<file path="config.mk">
export PLATFORM = sky130hd
export DESIGN_NAME = monostable_multi
export DESIGN_NICKNAME = d
export VERILOG_FILES = /design/src/rtl/monostable_multi_pkg.sv /design/src/rtl/mono_channel.sv /design/src/rtl/monostable_multi.sv
export SDC_FILE = /design/constraint.sdc
export NUM_CORES = 1
export LEC_CHECK = 0
export BUFFER_PORTS_ARGS = -buffer_cell sky130_fd_sc_hd__buf_4
export CAP_MARGIN = 0
export CORE_ASPECT_RATIO = 0.5
export CORE_MARGIN = 3
export CORE_UTILIZATION = 34
export CTS_BUF_LIST = sky130_fd_sc_hd__clkbuf_4 sky130_fd_sc_hd__clkbuf_8
export CTS_CLUSTER_DIAMETER = 40
export DETAILED_ROUTE_END_ITERATION = 6
export GPL_TIMING_DRIVEN = 0
export SYNTH_ARGS = -nofsm -noshare
export SYNTH_HDL_FRONTEND = slang
export SYNTH_HIERARCHICAL = 1
export SYNTH_SLANG_ARGS = --single-unit
export TNS_END_PERCENT = 5
</file>
<file path="constraint.sdc">
create_clock -name qzt_clk -period 2.3 [get_ports qzt_clk]
set_input_delay 0.46 -clock qzt_clk [delete_from_list [all_inputs] [get_ports qzt_clk]]
set_output_delay 0.46 -clock qzt_clk [all_outputs]
set_load 0.05 [all_outputs]
</file>
<file path="src/rtl/monostable_multi_pkg.sv">
// Shared definitions for the multi-channel monostable.
// FSM state encoding and synchroniser depth.
package monostable_multi_pkg;

   typedef enum logic [1:0] {
      ST_IDLE = 2'd0,
      ST_RUN  = 2'd1,
      ST_HOLD = 2'd2
   } mono_state_t;

   localparam int SYNC_DEPTH = 2;

endpackage

</file>
<file path="src/rtl/mono_channel.sv">
// One monostable channel: synchroniser, rise detect, FSM and tick counter.
// Define MONO_RETRIG_EN to let a new rise during RUN restart the pulse.
module mono_channel
   import monostable_multi_pkg::*;
#(
   parameter int CNT_W = 8
) (
   input  logic             qzt_clk,
   input  logic             rst_n,
   input  logic             i_tick,
   input  logic             i_trigger,
   input  logic [CNT_W-1:0] i_limit,
   output logic             o_out,
   output logic             o_done,
   output logic             o_busy
);

   logic [SYNC_DEPTH-1:0] r_sync;
   logic                  r_dly;
   mono_state_t           r_state;
   logic [CNT_W-1:0]      r_cnt;
   logic [CNT_W-1:0]      r_lim_q;
   logic                  r_out;
   logic                  r_done;

   logic                  w_sync;
   logic                  w_rise;
   logic                  w_lim_ok;
   logic [CNT_W-1:0]      w_lim_m1;
   logic                  w_last;

   assign w_sync   = r_sync[SYNC_DEPTH-1];
   assign w_rise   = w_sync & ~r_dly;
   assign w_lim_ok = |i_limit;
   assign w_lim_m1 = r_lim_q - 1'b1;
   assign w_last   = (r_cnt == w_lim_m1);

   always_ff @(posedge qzt_clk or negedge rst_n) begin
      if (!rst_n) begin
         r_sync <= '0;
         r_dly  <= 1'b0;
      end else begin
         r_sync <= {r_sync[SYNC_DEPTH-2:0], i_trigger};
         r_dly  <= w_sync;
      end
   end

   always_ff @(posedge qzt_clk or negedge rst_n) begin
      if (!rst_n) begin
         r_state <= ST_IDLE;
         r_cnt   <= '0;
         r_lim_q <= '0;
         r_out   <= 1'b0;
         r_done  <= 1'b0;
      end else begin
         r_done <= 1'b0;
         unique case (r_state)
            ST_IDLE: begin
               if (w_rise && w_lim_ok) begin
                  r_state <= ST_RUN;
                  r_cnt   <= '0;
                  r_lim_q <= i_limit;
                  r_out   <= 1'b1;
               end
            end
            ST_RUN: begin
`ifdef MONO_RETRIG_EN
               if (w_rise && w_lim_ok) begin
                  r_cnt   <= '0;
                  r_lim_q <= i_limit;
               end else
`endif
               if (i_tick) begin
                  // cnt never reaches lim_q, so no wrap
                  if (w_last) begin
                     r_out   <= 1'b0;
                     r_done  <= 1'b1;
                     r_cnt   <= '0;
                     r_state <= w_sync ? ST_HOLD : ST_IDLE;
                  end else begin
                     r_cnt <= r_cnt + 1'b1;
                  end
               end
            end
            ST_HOLD: begin
               if (!w_sync) begin
                  r_state <= ST_IDLE;
               end
            end
            default: begin
               r_state <= ST_IDLE;
               r_out   <= 1'b0;
            end
         endcase
      end
   end

   assign o_out  = r_out;
   assign o_done = r_done;
   assign o_busy = (r_state != ST_IDLE);

endmodule

</file>
<file path="src/rtl/monostable_multi.sv">
// Multi-channel monostable top: CHANNELS independent mono_channel slices.
// Define MONO_RETRIG_EN to make every channel retriggerable during RUN.
module monostable_multi
   import monostable_multi_pkg::*;
#(
   parameter int CHANNELS = 4,
   parameter int CNT_W    = 8
) (
   input  logic                qzt_clk,
   input  logic                rst_n,
   input  logic                tick,
   input  logic [CHANNELS-1:0] trigger,
   input  logic [CNT_W-1:0]    limit,
   output logic [CHANNELS-1:0] out,
   output logic [CHANNELS-1:0] done,
   output logic                busy
);

   logic [CHANNELS-1:0] w_busy;

   for (genvar g = 0; g < CHANNELS; g++) begin : g_ch
      mono_channel #(
         .CNT_W (CNT_W)
      ) u_ch (
         .qzt_clk   (qzt_clk),
         .rst_n     (rst_n),
         .i_tick    (tick),
         .i_trigger (trigger[g]),
         .i_limit   (limit),
         .o_out     (out[g]),
         .o_done    (done[g]),
         .o_busy    (w_busy[g])
      );
   end

   assign busy = |w_busy;

endmodule

</file>
* Word level (Yosys, flattened, before mapping) *
Cells that the tools add are included.

word-level totals
  bits in writable memories = 0
  memories = 0
  logic and storage cells = 178
  input bits = 15
  register bits after elaboration = 92
  latch bits = 0
  bits in read-only memories = 0

cells by class
  shifts and indexed selects = 0
  reduce and logical (&&, ||, !) cells = 34
  div/mod/pow operators = 0
  add/subtract/negate cells = 8
  $mul = 0
  magnitude comparators = 0
  equal/unequal tests = 28
  bitwise operators = 12
  multiplexer cells = 68

operators with widths
  cell                                                                count
  8-bit two-way mux                                                   12
  8-bit one-hot mux with 2 select lines                               4
  2-bit two-way mux                                                   20
  8-bit by 1-bit adder with 8-bit output, second input constant       4
  8-bit == test                                                       4
  4-bit AND reduction                                                 8
  8-bit by 1-bit subtractor with 8-bit output, second input constant  4
  1-bit two-way mux                                                   24
  2-bit one-hot mux with 3 select lines                               4
  2-bit by 1-bit != test with 1-bit output, second input constant     8
  2-bit != test, second input constant                                8
  2-bit nonzero test                                                  8
  1-bit one-hot mux with 3 select lines                               4
  3-bit AND reduction                                                 4
  2-bit by 1-bit == test with 1-bit output, second input constant     4
  2-bit == test, second input constant                                4
  2-bit zero test                                                     4
  1-bit NOT                                                           8
  2-bit AND reduction                                                 4
  8-bit OR reduction                                                  1
  1-bit bitwise AND                                                   4
  1-bit logical AND                                                   4
  4-bit OR reduction                                                  1

* Depth between registers and ports, before layout *
Gate-level depths: netlist of run 1.

  depth in word-level cells = 5
  mapped depth = 8
  depth with buffers taken out = 8

* Modules after synthesis *
Netlist of run 1, hierarchy kept.

modules (own cells, without submodules)
  module                           instances  sequential area each (um^2)  area an instance (um^2)  cells each
  mono_channel (g_ch[0].u_ch ...)  3          575.6                        1,265.0                  114
  mono_channel (g_ch[3].u_ch)      1          575.6                        1,258.7                  110
  monostable_multi                 1          0.0                          7.5                      1

* Worst setup path before layout of run 1 *
Ideal clock, no wire load.

  kind = reg2reg
  start = register g_ch[0].u_ch.r_lim_q[0]
  end = register g_ch[0].u_ch.r_cnt[6]
  setup time = 0.134 ns
  stages on the path, launching flop included = 9
  buffers on the path = 0
  arrival = 1.799 ns
  period minus slack after synthesis = 1.933 ns
  slack = 0.367 ns
  cells stage by stage = dfrtp_1 -> inv_1 -> ha_1 -> nand2b_4 -> or4_4 -> xnor2_2 -> nand4_4 -> o21ai_2 -> a22oi_1

between the ends
  longest elaborated chain between the ends = 5

RTL lines
  what                                         line                RTL
  from (decl)                                  mono_channel.sv:22  logic [CNT_W-1:0] r_lim_q;
  from (signal assigned)                       mono_channel.sv:62  r_lim_q <= i_limit;
  8-bit by 1-bit subtractor with 8-bit output  mono_channel.sv:35  assign w_lim_m1 = r_lim_q - 1'b1;
  8-bit == test                                mono_channel.sv:36  assign w_last = (r_cnt == w_lim_m1);
  8-bit two-way mux                            mono_channel.sv:75  if (w_last) begin
  8-bit two-way mux                            mono_channel.sv:73  if (i_tick) begin
  8-bit one-hot mux with 2 select lines        mono_channel.sv:57  unique case (r_state)
  to (signal assigned)                         mono_channel.sv:81  r_cnt <= r_cnt + 1'b1;
  to (decl)                                    mono_channel.sv:21  logic [CNT_W-1:0] r_cnt;

No other way between the ends. The select of a mux whose other input is x is not followed.
A chain may end at the register's enable or synchronous reset.

* Final worst setup path of run 1 *
  start = register g_ch[1].u_ch.r_state[1]
  end = output busy

between the ends
  longest elaborated chain between the ends = 2

RTL lines
  what                    line                    RTL
  from (decl)             mono_channel.sv:20      mono_state_t r_state;
  from (signal assigned)  mono_channel.sv:79      r_state <= w_sync ? ST_HOLD : ST_IDLE;
  2-bit nonzero test      mono_channel.sv:100     assign o_busy = (r_state != ST_IDLE);
  via w_busy[1]           monostable_multi.sv:19  logic [CHANNELS-1:0] w_busy;
  4-bit OR reduction      monostable_multi.sv:36  assign busy = |w_busy;
  to (decl)               monostable_multi.sv:16  output logic busy

The timed path passes the listed nets, and every way through them passes these cells.

==> flow_summary.toml, run 1 <==
[run_status]
status = "completed"

[floorplan]
num_io_pins = 24
die-area_um2 = 16500
rows = 30
die_w_um = 179
floorplan.initialDensity_pct = 36.1
fp.dieH_um = 92.3
core_area_um2 = 14000

[timing]
setup_viol = 0
fin_ws_ns = 0.0635
worst_slew_pin_slew_ns = 1.16
rsz0062_at_grt = "yes"
fmax_mhz = 447
skew_ns = 0.00871
drv_slew = 0
period_needed_ns = 2.24
timing.final.crit_share_pct = 97.2
hold_violations = 0
fin_setup_tns_ns = 0
slew_headroom_pct = 22.4

[routing]
via_per_inst = 4.99
drc = 0
drt_iter0_drc = 174
wl_per_cell_um = 14.7
detail-route-antenna-nets = 0
vias = 3416
drtPass1Iterations = 4
drt_wl_total_um = 10100

[hold_path]
min_from = "trigger[2]"
worstHoldPathType = "input pin to flop"
hold-path-endpoint = "g_ch[2].u_ch/r_sync[0]"
hold_path_depth = 1

[grt]
grt_pass1_wl_um = 17300
antenna_found_initial = 0
grt_max_degree = 93
grt.total_usage_pct = 13.1
grt_overflow_total = 0
grt_pass1_vias = 3399

[power_and_ir_drop]
power_leakage_nw = 2.30
power_mw = 7.16
p_per_area_nw_per_um2 = 1260
ir_worst_vdd_mv = 0.372

[clocking]
worstSkewPairLatency_ns = 0.36
numCtsBuffers = 9
htreeDepth = 3
clkSinkCount = 92
ctsLongestPathBuffers = 2
clk_pin_slew_worst_paths_ns = 0.10
tritoncts = "done"
clockRootBuffer = "clkbuf_8"

[placed_design]
routabilityCongestion = 0.799
pre_cts_ws_ns = 0.0988
dpl_cell_area_um2 = 5470
detailed_place_hpwl_um = 7060
port_buffers = 23

[logic_synthesis]
mappedNetlistArea_um2 = 5060
ys_ff_latch = 92
synth_common_cells = "dfrtp_1, xor2_1, nand2_1"
netlist.top_cell.by_area = "dfrtp_1"
synthTopCellsByArea = "dfrtp_1, xor2_1, mux2_2"
synth_most_common_cell = "dfrtp_1"
syn-instance-count = 453
synth_edf_count = 0
synthArstFlopShare_pct = 100
synth_top_area_share_pct = 45.5
synth.distinct_cells = 46
syn_nets = 476
synth_flop_cell = "dfrtp_1"
ys_seq_area_share_pct = 45.5
syn_avg_cell_area_um2 = 11.2
yosysWarnings = 6

[setup_path]
required_ns = 1.84
crit_path_start_kind = "flop"
reg2reg_to = "g_ch[0].u_ch/r_cnt[6]"
ff2ff_path_depth = 8
critPathCaptureType = "output port"
rrSetupSlack_ns = 0.13
timing.rr.start = "g_ch[0].u_ch/r_lim_q[0]"
cp_data_arrival_time_ns = 1.78
cp_max_fo = 4
criticalPathCategory = "flop to output port"

[finish]
drive_above_1_share_pct = 24.2
antennaDiodeCount = 0
stdcell_area_um2 = 5710
layout.nets = 511
syn_to_final_growth_pct = 12.7
n_fill_cell = 1365
post-route-util_pct = 40.6

[flow_run]
drv_cap = 0
==> worst max-delay path by stage <==
stage	start	to	slack [ns]
floorplan	g_ch[0].u_ch/r_lim_q[0]	g_ch[0].u_ch/r_cnt[6]	0.37
global placement	limit[5]	g_ch[2].u_ch/r_cnt[0]	0.08
detailed placement	limit[5]	g_ch[3].u_ch/r_cnt[0]	0.1
CTS	g_ch[1].u_ch/r_state[0]	busy	0.00009
global route	g_ch[1].u_ch/r_state[1]	busy	-0.0005
finish	g_ch[1].u_ch/r_state[1]	busy	0.06
==> worst max-delay path, cell delays in order, from the launching register on <==
cell and delay, ns:
dfrtp_1 0.42, or2_4 0.29, or4_4 0.54, buf_6 0.17
==> final cells by class <==
cell class	instances	area (µm²)	share of cell area (%)
Multi-Input combinational cell	326	2630	46.2
Sequential cell	92	2300	40.4
Tap cell	192	240	4.21
Timing Repair Buffer	24	184	3.22
Clock buffer	12	159	2.79
Inverter	24	90.1	1.58
Buffer	11	50.0	0.877
Clock inverter	3	46.3	0.811
==> kinds of logic after synthesis <==
family | synth area share [%]
compound gates | 13.7
xor+xnor | 10.5
fa+ha+maj | 1.98
buf+inv | 2.77
flops | 45.5
mux | 6.13
simple gates | 19.5
==> state kept, by name (all words and copies together), names as in the netlist <==
signal and cells:
g_ch.u_ch/r_state 8, g_ch.u_ch/o_done 4, g_ch.u_ch/r_sync 8, g_ch.u_ch/r_dly 4, g_ch.u_ch/r_lim_q 32, g_ch.u_ch/r_cnt 32, g_ch.u_ch/o_out 4
==> through the flow <==
step	cells	hold WS, ns
global placement	668	0.333
finish	684	0.205
global route	684	0.174
CTS	683	0.182
detailed placement	668	0.335
floorplan	453	0.164
==> report_power, final <==
| part | switching (mW) | internal, mW | total (mW) | leakage (nW) |
|---|---|---|---|---|
| sequential | 0.668 | 2.17 | 2.84 | 1.13 |
| combinational | 1.80 | 1.39 | 3.19 | 1.08 |
| clock | 0.564 | 0.571 | 1.14 | 0.102 |
==> what timing repair did <==
action | CTS | global route
endpoints found under the setup margin | 1 | 3
setup buffers | 0 | 1
gates resized for setup | 2 | 3
hold buffers | 0 | 0
==> cells in the final DEF (no fill, tap or decap), types with 5 or more instances in the layout <==
| cell type | instances |
|---|---|
| a21oi_1 | 29 |
| buf_2 | 7 |
| buf_4 | 23 |
| clkbuf_8 | 11 |
| dfrtp_1 | 92 |
| ha_1 | 8 |
| inv_1 | 24 |
| mux2_2 | 24 |
| nand2_1 | 30 |
| nand3_1 | 7 |
| nand4_1 | 15 |
| nor2_1 | 11 |
| nor2b_1 | 6 |
| nor3_1 | 18 |
| nor4_1 | 12 |
| o21ai_0 | 15 |
| or4_4 | 5 |
| xnor2_1 | 21 |
| xor2_1 | 32 |
==> metal layers <==
layer	global-route usage (%)	vias to the layer above	wire length, µm
li1	-	1702	-
met1	18.8	1683	5340
met2	19.8	24	4450
met3	3.10	7	201
met4	3.11	0	76
met5	0	-	0
No activity file was read; power rests on OpenSTA's default activity.
==> inputs of run 2 (changes only) <==
--- a/config.mk
+++ b/config.mk
@@ -7,6 +7,8 @@
 export LEC_CHECK = 0
 export BUFFER_PORTS_ARGS = -buffer_cell sky130_fd_sc_hd__buf_4
 export CAP_MARGIN = 0
+export CELL_PAD_IN_SITES_DETAIL_PLACEMENT = 1
+export CELL_PAD_IN_SITES_GLOBAL_PLACEMENT = 1
 export CORE_ASPECT_RATIO = 0.5
 export CORE_MARGIN = 3
 export CORE_UTILIZATION = 34
@@ -14,6 +16,7 @@
 export CTS_CLUSTER_DIAMETER = 40
 export DETAILED_ROUTE_END_ITERATION = 6
 export GPL_TIMING_DRIVEN = 0
+export PLACE_DENSITY_LB_ADDON = 0.1
 export SYNTH_ARGS = -nofsm -noshare
 export SYNTH_HDL_FRONTEND = slang
 export SYNTH_HIERARCHICAL = 1
==> run 2 against run 1 <==
Against the previous run:
- critical endpoint unchanged
- sequential share of layout area is the same
- global-route usage grew 1.8 points
- clock skew grew 0.0050 ns
- critical path type unchanged
- register-to-register slack is essentially flat
- combinational power grew 3%
- count of clock-buffer cells in the layout grew 1
- fmax grew 0.61%
- sequential power is essentially flat
- wire length grew 14%
- first-iteration DRC count shrank 26%
==> flow_summary.toml, run 2 (synthesis gave the netlist of run 1 again) <==
[grt]
grt_pass1_wl_um = 19200
grt_max_degree = 93
antenna_found_initial = 0
grt.total_usage_pct = 14.9
grt_overflow_total = 0
grt_pass1_vias = 3543

[routing]
drt_iter0_drc = 129
wl_per_cell_um = 16.8
via_per_inst = 5.06
drt_wl_total_um = 11500
vias = 3458
detail-route-antenna-nets = 0
drc = 0
drtPass1Iterations = 4

[clocking]
clkSinkCount = 92
worstSkewPairLatency_ns = 0.37
htreeDepth = 3
clk_pin_slew_worst_paths_ns = 0.09
numCtsBuffers = 9
holdBufCountCts = 0
clockRootBuffer = "clkbuf_8"
ctsLongestPathBuffers = 2
tritoncts = "done"

[timing]
period_needed_ns = 2.22
slew_headroom_pct = 20.1
hold_violations = 0
rsz0062_at_grt = "no"
worst_slew_pin_slew_ns = 1.20
timing.final.crit_share_pct = 96.6
setup_viol = 0
drv_slew = 0
fmax_mhz = 450
fin_ws_ns = 0.0771
skew_ns = 0.0137
hold_slack_ns = 0.191

[finish]
post-route-util_pct = 40.6
syn_to_final_growth_pct = 12.7
antennaDiodeCount = 0
stdcell_area_um2 = 5710
final_cell_mix = "dfrtp_1, xor2_1, nand2_1"
layout.nets = 511
reg_top3 = "g_ch.u_ch/r_cnt x32, g_ch.u_ch/r_lim_q x32"
n_fill_cell = 1582
final_common_cell = "dfrtp_1"
drive_above_1_share_pct = 24.4

[hold_path]
min_from = "trigger[2]"
hold-path-endpoint = "g_ch[2].u_ch/r_sync[0]"
worstHoldPathType = "input pin to flop"
hold_path_depth = 1

[floorplan]
die-area_um2 = 16500
fp.dieH_um = 92.3
rows = 30
num_io_pins = 24
core_area_um2 = 14000
floorplan.initialDensity_pct = 36.1
die_w_um = 179

[placed_design]
pre_cts_ws_ns = -0.00745
routabilityCongestion = 0.736
dpl_cell_area_um2 = 5470
port_buffers = 23
detailed_place_hpwl_um = 8180

[setup_path]
criticalPathCategory = "flop to output port"
crit_path_start = "g_ch[1].u_ch/r_state[0]"
ff2ff_path_depth = 4
timing.rr.start = "g_ch[2].u_ch/r_state[1]"
cp_data_arrival_time_ns = 1.76
required_ns = 1.84
reg2reg_to = "g_ch[2].u_ch/r_lim_q[2]"
critPathCaptureType = "output port"
cp_max_fo = 5
crit_path_start_kind = "flop"
rrSetupSlack_ns = 0.14

[run_status]
status = "completed"

[power_and_ir_drop]
power_mw = 7.18
ir_worst_vdd_mv = 0.455
p_per_area_nw_per_um2 = 1260
power_leakage_nw = 2.30

[flow_run]
drv_cap = 0
run 2: cell count changes in the layout (fill, tap and decap cells not counted):
cell / delta
a311oi_1: -1
a311oi_2: +1
bufinv_16: -1
clkbuf_4: +1
clkinv_2: +2
clkinv_4: -1
clkinvlp_4: -1
o21ai_2: -3
o21ai_4: +3
run 2: critical path, stage by stage (launching register included):
cell,delay [ns]
dfrtp_1,0.43
or2_4,0.26
or4_4,0.55
buf_6,0.17
run 2: how the worst max path moves through the flow:
stage | to
after global routing | busy
after floorplan | g_ch[0].u_ch/r_cnt[6]
final | busy
after CTS | busy
after global placement | g_ch[2].u_ch/r_lim_q[7]
after detailed placement | g_ch[2].u_ch/r_lim_q[5]
run 2: final cells by class:
class,count,area [µm²],share of cell area (%)
timing repair buffer,24,184,3.22
clock inverter,2,10.0,0.175
tap,192,240,4.21
multi-input combinational,326,2660,46.7
inverter,24,90.1,1.58
buffer,11,50.0,0.877
clock buffer,13,166,2.92
sequential,92,2300,40.4
run 2: through the flow:
stage,setup TNS (ns),instances
after floorplan,0,453
after global placement,0,668
after detailed placement,-0.0212,668
after CTS,0,684
after global routing,0,684
final,0,684
run 2: timing repair:
item | CTS | global route
endpoints found under the setup margin | 1 | 14
buffers inserted | 1 | 0
gates resized for setup | 2 | 7
run 2: power breakdown:
group	leakage [nW]	switching (mW)	internal, mW
logic	1.08	1.88	1.41
registers	1.13	0.685	2.17
clock network	0.0961	0.568	0.469
run 2: metal layers:
layer / GRT usage [%] / wire (µm)
met1: 22.6 / 6430
met2: 21.2 / 4760
met3: 3.31 / 224
met4: 3.89 / 94
met5: 0 / 0
